<file path="src/rtl/interrupt_pkg.sv">
// Shared types and constants for the vectored interrupt controller.
package interrupt_pkg;

    typedef enum logic [1:0] {
        IDLE    = 2'd0,
        EXC     = 2'd1,
        IRQ     = 2'd2,
        IRQ_EXC = 2'd3
    } irq_state_e;

    localparam logic [31:0] IRQ_CAUSE_BASE_DEFAULT = 32'h8000_0010;
    localparam int unsigned IRQ_NUM_MAX            = 32;

endpackage

</file>
<file path="src/rtl/irq_priority_encoder.sv">
// Fixed-priority encoder: lowest set request index wins.
module irq_priority_encoder #(
    parameter int unsigned N = 16,
    localparam int unsigned IW = (N > 1) ? $clog2(N) : 1
) (
    input  logic [N-1:0]  req,
    output logic          valid,
    output logic [IW-1:0] idx
);

    // Scan from the top down so the lowest set index is the last one written.
    always_comb begin
        valid = |req;
        idx   = '0;
        for (int i = int'(N) - 1; i >= 0; i--) begin
            if (req[i]) begin
                idx = IW'(i);
            end
        end
    end

endmodule

</file>
<file path="src/rtl/interrupt_controller_vec.sv">
// Vectored fixed-priority interrupt controller with exception/interrupt nesting FSM.
// Optional edge-triggered pending capture: define IRQ_PENDING_LATCH_EN.
module interrupt_controller_vec
    import interrupt_pkg::*;
#(
    parameter int unsigned IRQ_NUM    = 16,
    parameter logic [31:0] CAUSE_BASE = IRQ_CAUSE_BASE_DEFAULT
) (
    input  logic               clk_i,
    input  logic               rst_i,
    input  logic               exception_i,
    input  logic [IRQ_NUM-1:0] irq_req_i,
    input  logic [IRQ_NUM-1:0] mask_i,
    input  logic               mie_i,
    input  logic               mret_i,
    output logic               irq_o,
    output logic [31:0]        irq_cause_o,
    output logic               irq_ret_o,
    output logic [IRQ_NUM-1:0] irq_ack_o
);

    localparam int unsigned IW = (IRQ_NUM > 1) ? $clog2(IRQ_NUM) : 1;

    irq_state_e         state;
    irq_state_e         state_nxt;
    logic [IW-1:0]      lat_idx;
    logic [IW-1:0]      lat_nxt;
    logic [IRQ_NUM-1:0] src;
    logic [IRQ_NUM-1:0] cand;
    logic               sel_valid;
    logic [IW-1:0]      sel_idx;

`ifdef IRQ_PENDING_LATCH_EN
    logic [IRQ_NUM-1:0] pending;
    logic [IRQ_NUM-1:0] req_prev;

    // Rising edges are remembered until acked; a new edge beats a same-cycle ack.
    always_ff @(posedge clk_i) begin
        if (rst_i) begin
            pending  <= '0;
            req_prev <= '0;
        end else begin
            req_prev <= irq_req_i;
            pending  <= (pending & ~irq_ack_o) | (irq_req_i & ~req_prev);
        end
    end

    assign src = pending;
`else
    assign src = irq_req_i;
`endif

    assign cand = src & mask_i & {IRQ_NUM{mie_i}};

    irq_priority_encoder #(.N(IRQ_NUM)) u_prio (
        .req   (cand),
        .valid (sel_valid),
        .idx   (sel_idx)
    );

    // Next-state and trap/return outputs; the take and return strobes are same-cycle.
    always_comb begin
        state_nxt   = state;
        lat_nxt     = lat_idx;
        irq_o       = 1'b0;
        irq_ret_o   = 1'b0;
        irq_ack_o   = '0;
        irq_cause_o = CAUSE_BASE + 32'(lat_idx);

        case (state)
            IDLE: begin
                if (exception_i) begin
                    state_nxt = EXC;
                end else if (sel_valid) begin
                    irq_o       = 1'b1;
                    irq_cause_o = CAUSE_BASE + 32'(sel_idx);
                    lat_nxt     = sel_idx;
                    state_nxt   = IRQ;
                end
            end
            EXC: begin
                if (mret_i && !exception_i) begin
                    state_nxt = IDLE;
                end
            end
            IRQ: begin
                if (exception_i) begin
                    state_nxt = IRQ_EXC;
                end else if (mret_i) begin
                    irq_ret_o = 1'b1;
                    irq_ack_o = IRQ_NUM'(1) << lat_idx;
                    state_nxt = IDLE;
                end
            end
            IRQ_EXC: begin
                if (mret_i && !exception_i) begin
                    state_nxt = IRQ;
                end
            end
            default: begin
                state_nxt = IDLE;
            end
        endcase

        // Nothing is taken or acknowledged while reset is held.
        if (rst_i) begin
            irq_o       = 1'b0;
            irq_ret_o   = 1'b0;
            irq_ack_o   = '0;
            irq_cause_o = CAUSE_BASE;
        end
    end

    always_ff @(posedge clk_i) begin
        if (rst_i) begin
            state   <= IDLE;
            lat_idx <= '0;
        end else begin
            state   <= state_nxt;
            lat_idx <= lat_nxt;
        end
    end

endmodule

</file>
<file path="config.mk">
export PLATFORM = sky130hd
export DESIGN_NAME = interrupt_controller_vec
export DESIGN_NICKNAME = d
export VERILOG_FILES = /design/src/rtl/interrupt_pkg.sv /design/src/rtl/irq_priority_encoder.sv /design/src/rtl/interrupt_controller_vec.sv
export SDC_FILE = /design/constraint.sdc
export NUM_CORES = 1
export LEC_CHECK = 0
export CAP_MARGIN = 40
export CORE_ASPECT_RATIO = 0.6
export CORE_MARGIN = 2
export CORE_UTILIZATION = 33
export DETAILED_ROUTE_END_ITERATION = 8
export HOLD_SLACK_MARGIN = 0.12
export PLACE_DENSITY = 0.91
export SLEW_MARGIN = 20
export SYNTH_ARGS = -nofsm -noshare
export SYNTH_HDL_FRONTEND = slang
export SYNTH_SLANG_ARGS = --single-unit
export TNS_END_PERCENT = 10
</file>
<file path="constraint.sdc">
create_clock -name clk_i -period 3.73 [get_ports clk_i]
set_clock_uncertainty 0.2 [all_clocks]
set_input_delay 0.373 -clock clk_i [delete_from_list [all_inputs] [get_ports clk_i]]
set_output_delay 0.373 -clock clk_i [all_outputs]
set_load 0.1 [all_outputs]
</file>
* Word level (Yosys, flattened, before mapping)
Index checks and enable logic that the tools add are counted.
Widths: inputs -> output; s select.
** Operators by class
- Add/subtract/negate cells :: 2
- Equality and inequality tests :: 7
- Shift-type cells :: 1
- Multiplexer cells :: 39
- Bitwise logic cells :: 3
- Reduce and logical (&&, ||, !) cells :: 6
** Operators with widths (number)
- $mux 32 :: 4
- $add 32x4->32 const A :: 2
- $mux 16 :: 4
- $mux 4 :: 16
- $and 16x16->16 :: 2
- $reduce_or 16->1 :: 1
- $shl 1x4->16 const A :: 1
- $mux 2 :: 6
- $mux 1 :: 8
- $pmux 2 s4 :: 1
- $ne 3x3->1 const B :: 2
- $eq 2x2->1 const B :: 2
- $ne 2x2->1 const B :: 2
- $reduce_and 4->1 :: 1
- $reduce_and 3->1 :: 1
- $eq 2x1->1 const B :: 1
- $logic_not 2->1 :: 1
- $logic_and 1x1->1 :: 1
- $logic_not 1->1 :: 1
- $not 1->1 :: 1
** Storage, ports and cells
- Register bits after elaboration :: 6
- Bits of input ports :: 37
- Output and inout port bits :: 50
- Logic and storage cells :: 60

* Depth between registers and ports, before layout
Gate-level depths: netlist of run 1.
- Word-level depth :: 23
- Gate-level depth with buffers :: 5
- Gate-level depth less buffers :: 5

* By module
From an unflattened synthesis of run 1, not the netlist that was laid out.
** Unflattened totals
- Cell total of the unflattened synthesis :: 145
- Area, all modules :: 1024.7 µm²
** By module, submodules not included
- interrupt_controller_vec :: times used 1, cells an instance 111, area each 848.3 µm², sequential area each 120.1 µm²
- irq_priority_encoder :: times used 1, cells an instance 34, area each 176.4 µm², sequential area each 0.0 µm²

* Least setup slack after synthesis of run 1
OpenSTA, ideal clock, no wires.
- Path kind :: in2out
- From :: in exception_i
- To :: out irq_ack_o[0]
- Data arrival time :: 4414 ps
- Required time :: 3157 ps
- Slack :: -1257 ps
- Stages on the path :: 5
- Path buffers :: 0
- Path through :: nor2_1 -> nand2_1 -> nor3b_2 -> or3b_1 -> nor3_1
** On the way
- Word-level cells in the longest chain between the ends :: 3
** Ends and longest elaborated chain
- start: declaration :: RTL line interrupt_controller_vec.sv:11 : input logic exception_i,
- $mux 16 :: RTL line interrupt_controller_vec.sv:87 : if (exception_i) begin
- $mux 16 :: RTL line interrupt_controller_vec.sv:70 : case (state)
- $mux 16 :: RTL line interrupt_controller_vec.sv:106 : if (rst_i) begin
- end: declaration :: RTL line interrupt_controller_vec.sv:19 : output logic [IRQ_NUM-1:0] irq_ack_o
No other way between the ends.

* Final worst setup path of run 1
- From :: in irq_req_i[9]
- To :: out irq_cause_o[0]
** On the way
- Word-level cells in the longest chain between the ends :: 17
- Elaborated cells between the ends (all ways) :: 18
- Those cells by class :: add/sub: 1; mux: 14; bitwise: 2; reduce/logical: 1
** Ends and longest elaborated chain
- start: declaration :: RTL line interrupt_controller_vec.sv:12 : input logic [IRQ_NUM-1:0] irq_req_i,
- $and 16x16->16 (*) (2 in a row) :: RTL line interrupt_controller_vec.sv:53 : assign cand = src & mask_i & {IRQ_NUM{mie_i}};
- $mux 4 (10 in a row) :: RTL line irq_priority_encoder.sv:16 : if (req[i]) begin
- $add 32x4->32 :: RTL line interrupt_controller_vec.sv:76 : irq_cause_o = CAUSE_BASE + 32'(sel_idx);
- $mux 32 (*) :: RTL line interrupt_controller_vec.sv:74 : end else if (sel_valid) begin
- $mux 32 (*) :: RTL line interrupt_controller_vec.sv:72 : if (exception_i) begin
- $mux 32 (*) :: RTL line interrupt_controller_vec.sv:70
- $mux 32 (*) :: RTL line interrupt_controller_vec.sv:106
- end: declaration :: RTL line interrupt_controller_vec.sv:17 : output logic [31:0] irq_cause_o,
Mark *: on every way between the ends. The rest lies on a longest branch, timed or not.

==> results.py, run 1 <==
metrics = {
    "run_status": {
        "status": "completed",
    },
    "cts": {
        "numCtsBuffers": 3,
        "cts_tree": "yes",
        "clock_sinks": 6,
        "clkLatencyLatePin_ns": 0.21,
        "cts_setup_buffers": 0,
        "path_clk_slew_ns": 0.03,
        "postCtsHoldBufs": 0,
        "htree_num_levels": 1,
        "post_cts_resized": 0,
        "clockBufferDepth": 2,
        "cts_root_buf": "clkbuf_8",
    },
    "route": {
        "drt_pre_antenna_iters": 4,
        "via_count": 1047,
        "routed_via_density": 4.76,
        "drt_wl_total_um": 2660,
        "remaining_drc_errors": 0,
        "ant_nets": 0,
        "routed_wire_length_per_instance_um": 12.1,
        "initialDrtViolationCount": 50,
    },
    "power_and_ir_drop": {
        "power_density_mw_per_mm2": 274,
        "ir_drop_v": 0.000133,
        "p_leak_nw": 0.647,
    },
    "grt": {
        "grt_pass1_wl_um": 4110,
        "grtUsageTotal_pct": 16.1,
        "grt_pass1_vias": 939,
        "grt_max_degree": 16,
        "antenna_found_initial": 0,
        "overflow": 0,
    },
    "setup_path": {
        "critPathCaptureType": "output pin",
        "criticalPathCategory": "input pin to output pin",
        "cp_top_family": "compound AO/OA/AOI/OAI gates",
        "path_max_fanout": 7,
        "path_cells": "clkdlybuf4s50_1 > a22o_1 > or2_4 > o41ai_4 > mux2i_1 > o31ai_1 > buf_12",
        "path_buf_inv": 2,
        "start_kind": "input pin",
        "cpMaxStageDelayCell": "o41ai_4",
        "arrival_ns": 2.56,
        "critical_path.max_stage_delay_ns": 0.58,
        "required_ns": 3.16,
    },
    "sta": {
        "max_slew.worst_pin.slew_ns": 0.551,
        "fin_crit_ns": 3.14,
        "hold-worst-slack_ns": 0.301,
        "setup_ws_ns": 0.595,
        "finalSetupTns_ns": 0,
        "timing.final.crit_share_pct": 84.1,
        "final-setup-viol-count": 0,
        "relSlewSlack_pct": 63.2,
        "drv_slew": 0,
        "hold_viol": 0,
        "rsz0062_at_grt": "false",
        "max_freq_mhz": 319,
    },
    "logic_synthesis": {
        "netlist_area_um2": 935,
        "ys_types": 36,
        "synth_edf_count": 0,
        "ys_warn_count": 0,
        "postSynthCellCount": 130,
        "synth-async-reset-ratio_pct": 0,
        "synth_flop_cell": "dfxtp_1",
        "syn_area_per_cell_um2": 7.19,
        "yosysSeqAreaShare_pct": 12.9,
        "synth_seq_cells": 6,
    },
    "finish": {
        "diodes": 0,
        "area_growth_pct": 62.1,
        "fillers": 252,
        "fin_nets": 227,
        "seq_area_um2": 120,
        "multi_input_area_um2": 722,
        "drive_above_1_share_pct": 20.2,
    },
    "min_path": {
        "min_path_type": "flip-flop to flip-flop",
    },
    "floorplan": {
        "die_x_um": 72.7,
        "die_y_um": 45.2,
        "initial_utilization_pct": 36.1,
        "io_pins": 87,
        "rows": 14,
        "core_mm2": 0.00259,
        "die-area_mm2": 0.00329,
    },
    "place": {
        "place_ws_ns": 0.626,
        "io_buffers": 58,
        "place_congestion": 0.782,
        "dp_hpwl_um": 2370,
    },
    "run": {
        "cap_violations": 0,
    },
}
-- cells in the final DEF (no fill, tap or decap), types with 2 or more instances in the layout --
cell type	count
o211ai_1	2
nor2_1	18
nand2_1	15
conb_1	28
clkbuf_8	3
nand3_1	4
nor3_1	3
a31oi_1	2
o31ai_1	2
a22o_1	4
clkdlybuf4s50_1	36
nand2b_1	2
dfxtp_1	6
a22oi_1	3
buf_12	5
a21oi_1	8
nor3_2	4
nand3b_1	4
a32o_1	2
buf_4	17
-- worst paths after layout --
check,slack (ns),endpoint,startpoint,depth (start not counted)
worst max-delay path,0.59,irq_cause_o[0],irq_req_i[9],7
worst min-delay path,0.30,state[1],state[1],2
worst max register to register,1.98,lat_idx[1],state[0],3
worst min register to register,0.30,state[1],state[1],2
-- Yosys cell counts (all sizes together) (2+ instances only) --
master / n / area [um^2]
a21oi: 8 / 40.0
a22o: 4 / 35.0
a22oi: 4 / 35.0
a31oi: 2 / 12.5
a32o: 2 / 20.0
buf: 28 / 210
conb: 2 / 7.51
dfxtp: 6 / 120
nand2: 17 / 87.6
nand2b: 2 / 12.5
nand3: 5 / 37.5
nand3b: 4 / 30.0
nor2: 18 / 67.6
nor3: 7 / 35.0
o211ai: 2 / 15.0
o31ai: 2 / 15.0
o41ai: 3 / 45.1
-- cells by family (layout without fill, tap and decap cells) --
family	after synthesis	in the layout	share of synthesized area, %
other cells	2	28	0.804
buf+inv	30	62	23.3
compound gates	30	30	25.4
flops	6	6	12.9
mux	1	1	1.07
simple gates	61	61	36.5
-- stage by stage --
stage / power [mW] / instance area (um^2) / utilization (%) / cells
after floorplan: 0.281 / 1060 / - / 156
after global placement: 0.320 / 1470 / 56.9 / 217
after detailed placement: 0.321 / 1470 / 56.9 / 217
after CTS: 0.417 / 1520 / 58.4 / 220
after global routing: 0.436 / 1520 / 58.4 / 220
final: 0.415 / 1520 / 58.4 / 220
-- worst reg2reg max path, stage by stage, from the launching register on --
cell and delay (ns):
dfxtp_1 0.32, nor4b_2 0.51, o41ai_4 0.25, o41ai_1 0.37
-- cell type report --
type / instances / share of cell area (%)
Sequential cell: 6 / 7.93
Inverter: 1 / 0.248
Clock buffer: 3 / 2.73
Multi-Input combinational cell: 120 / 47.6
Tap cell: 32 / 2.64
Timing Repair Buffer: 58 / 38.8
-- report_power, final --
part / switching [mW] / total, mW / internal (mW)
clock: 0.0238 / 0.0928 / 0.0690
combinational: 0.187 / 0.250 / 0.0624
sequential: 0.00465 / 0.0726 / 0.0680
-- metal layers --
metal	global-route usage, %	vias to the layer above	routed length (um)
met2	24.0	49	1130
met1	23.2	466	1290
li1	-	530	-
met5	0	-	0
met4	3.33	0	10
met3	4.24	2	226
-- sequential cells by signal, summed over array words and instances, names as in the netlist --
signal	count
lat_idx	4
state	2
No activity file was read; power rests on OpenSTA's default activity.
==> run 2: changes to the inputs <==
--- a/config.mk
+++ b/config.mk
@@ -8,10 +8,10 @@
 export CAP_MARGIN = 40
 export CORE_ASPECT_RATIO = 0.6
 export CORE_MARGIN = 2
-export CORE_UTILIZATION = 33
+export CORE_UTILIZATION = 28
 export DETAILED_ROUTE_END_ITERATION = 8
 export HOLD_SLACK_MARGIN = 0.12
-export PLACE_DENSITY = 0.91
+export PLACE_DENSITY = 0.83
 export SLEW_MARGIN = 20
 export SYNTH_ARGS = -nofsm -noshare
 export SYNTH_HDL_FRONTEND = slang
==> constraint.sdc (replaced) <==
create_clock -name clk_i -period 2.7 [get_ports clk_i]
set_clock_uncertainty 0.2 [all_clocks]
set_input_delay 0.27 -clock clk_i [delete_from_list [all_inputs] [get_ports clk_i]]
set_output_delay 0.27 -clock clk_i [all_outputs]
set_load 0.1 [all_outputs]
==> run 2 against run 1 <==
Critical path depth unchanged. Setup slack got worse by 0.58 ns. Count of clock-buffer cells in the layout unchanged. Routed wire length rose by 24%. Global-route usage is 0.46 points higher. Non-clock buffer count increased by 16. Register-to-register slack got worse by 1.1 ns. Clock power is 48% higher. Total power up 50%. Die area grew 17%. Cell count rose by 13%. Sequential share of layout area shrank 1.9 points.
==> results.py, run 2 (same netlist as run 1, synthesis figures left out) <==
metrics = {
    "floorplan": {
        "initial_utilization_pct": 29.0,
        "die_y_um": 48.8,
        "die_x_um": 78.6,
        "die-area_mm2": 0.00383,
        "core_mm2": 0.00322,
        "rows": 16,
        "io_pins": 87,
    },
    "cts": {
        "numCtsBuffers": 3,
        "cts_tree": "yes",
        "path_clk_slew_ns": 0.04,
        "htree_num_levels": 1,
        "clock_sinks": 6,
        "cts_root_buf": "clkbuf_8",
        "clockBufferDepth": 2,
        "clkLatencyLatePin_ns": 0.22,
    },
    "power_and_ir_drop": {
        "power_uw": 621,
        "power_density_mw_per_mm2": 309,
        "ir_drop_v": 0.000216,
        "p_leak_nw": 0.840,
    },
    "sta": {
        "hold_viol": 0,
        "max_freq_mhz": 372,
        "finalSetupTns_ns": 0,
        "timing.final.crit_share_pct": 99.4,
        "drv_slew": 0,
        "final-setup-viol-count": 0,
        "fin_crit_ns": 2.68,
        "hold-worst-slack_ns": 0.306,
        "setup_ws_ns": 0.0154,
        "relSlewSlack_pct": 64.4,
        "max_slew.worst_pin.slew_ns": 0.534,
    },
    "finish": {
        "drive_above_1_share_pct": 38.7,
        "largest_register": "lat_idx",
        "fin_nets": 243,
        "fillers": 277,
        "diodes": 0,
        "top_regs": "lat_idx (4), state (2)",
        "seq_area_um2": 121,
        "multi_input_area_um2": 843,
        "final_cell_mix": "conb_1 (28), clkdlybuf4s50_1 (28), buf_12 (21), buf_4 (16)",
        "final_util_pct": 62.3,
        "area_growth_pct": 115,
        "largest_register_ffs": 4,
    },
    "place": {
        "place_ws_ns": -0.0658,
        "dp_hpwl_um": 2650,
        "place_congestion": 0.744,
        "io_buffers": 58,
    },
    "setup_path": {
        "required_ns": 2.23,
        "start_kind": "input pin",
        "path_max_fanout": 4,
        "criticalPathCategory": "input pin to output pin",
        "arrival_ns": 2.21,
        "critPathCaptureType": "output pin",
    },
    "run_status": {
        "status": "completed",
    },
    "route": {
        "routed_wire_length_per_instance_um": 13.2,
        "routed_via_density": 4.55,
        "drt_wl_total_um": 3290,
        "ant_nets": 0,
        "initialDrtViolationCount": 48,
        "drt_pre_antenna_iters": 4,
        "remaining_drc_errors": 0,
        "via_count": 1134,
    },
    "grt": {
        "overflow": 0,
        "antenna_found_initial": 0,
        "grt_pass1_vias": 1094,
        "grt_pass1_wl_um": 4990,
        "grtUsageTotal_pct": 16.5,
        "grt_max_degree": 15,
    },
    "min_path": {
        "min_path_type": "flip-flop to flip-flop",
    },
    "run": {
        "cap_violations": 0,
    },
}
-- run 2: changes by cell type in the layout (fill, tap and decap cells not counted), moves of 3 or more --
cell and delta:
dlymetal6s2s_1 +7, nor3_2 -3, clkdlybuf4s50_1 -8, buf_12 +16, nor2_2 +13, nor3_4 +4, nor2_1 -13
-- run 2: critical path: stages --
cell	delay, ns
clkdlybuf4s50_1	0.44
a22oi_2	0.25
nand3_2	0.15
o41ai_4	0.48
mux2i_2	0.30
o31ai_2	0.12
clkbuf_16	0.21
-- run 2: stage by stage --
| step | std cells | cell area, um^2 |
|---|---|---|
| floorplan | 156 | 1140 |
| global placement | 242 | 1870 |
| detailed placement | 242 | 1870 |
| CTS | 247 | 1930 |
| global route | 249 | 2010 |
| finish | 249 | 2010 |
-- run 2: layout make-up --
cell class	count	share of cell area, %
inverter	1	0.187
tap	45	2.80
timing repair buffer	74	46.9
sequential	6	6.04
clock buffer	3	2.06
multi-input combinational	120	42.0
-- run 2: report_power, final --
group          total, mW  internal (mW)  leakage (nW)  switching (mW)
combinational      0.381          0.107         0.769           0.274
clock              0.137         0.0960        0.0216          0.0408
sequential         0.103         0.0940        0.0493         0.00876
-- run 2: final timing paths --
| path | depth (start not counted) | slack (ns) | endpoint | start |
|---|---|---|---|---|
| min | 2 | 0.31 | state[1] | state[1] |
| max reg2reg | 6 | 0.92 | lat_idx[1] | state[0] |
| min reg2reg | 2 | 0.31 | state[1] | state[1] |
| max | 7 | 0.02 | irq_cause_o[0] | mask_i[12] |
-- run 2: routing by layer --
layer	vias to the layer above	global-route usage [%]	part of all wire (%)
li1	561	-	-
met1	536	22.7	44
met2	31	25.4	50
met3	6	4.85	5.0
met4	0	4.09	0.91
met5	-	0	0
-- run 2: repair_timing --
item / in CTS / in global routing
hold buffers: 0 / 0
pin swaps: 3 / 6
gates resized for setup: 3 / 15
setup buffers: 2 / 2
setup endpoints to repair: 2 / 3
hold endpoints to repair: 0 / 0
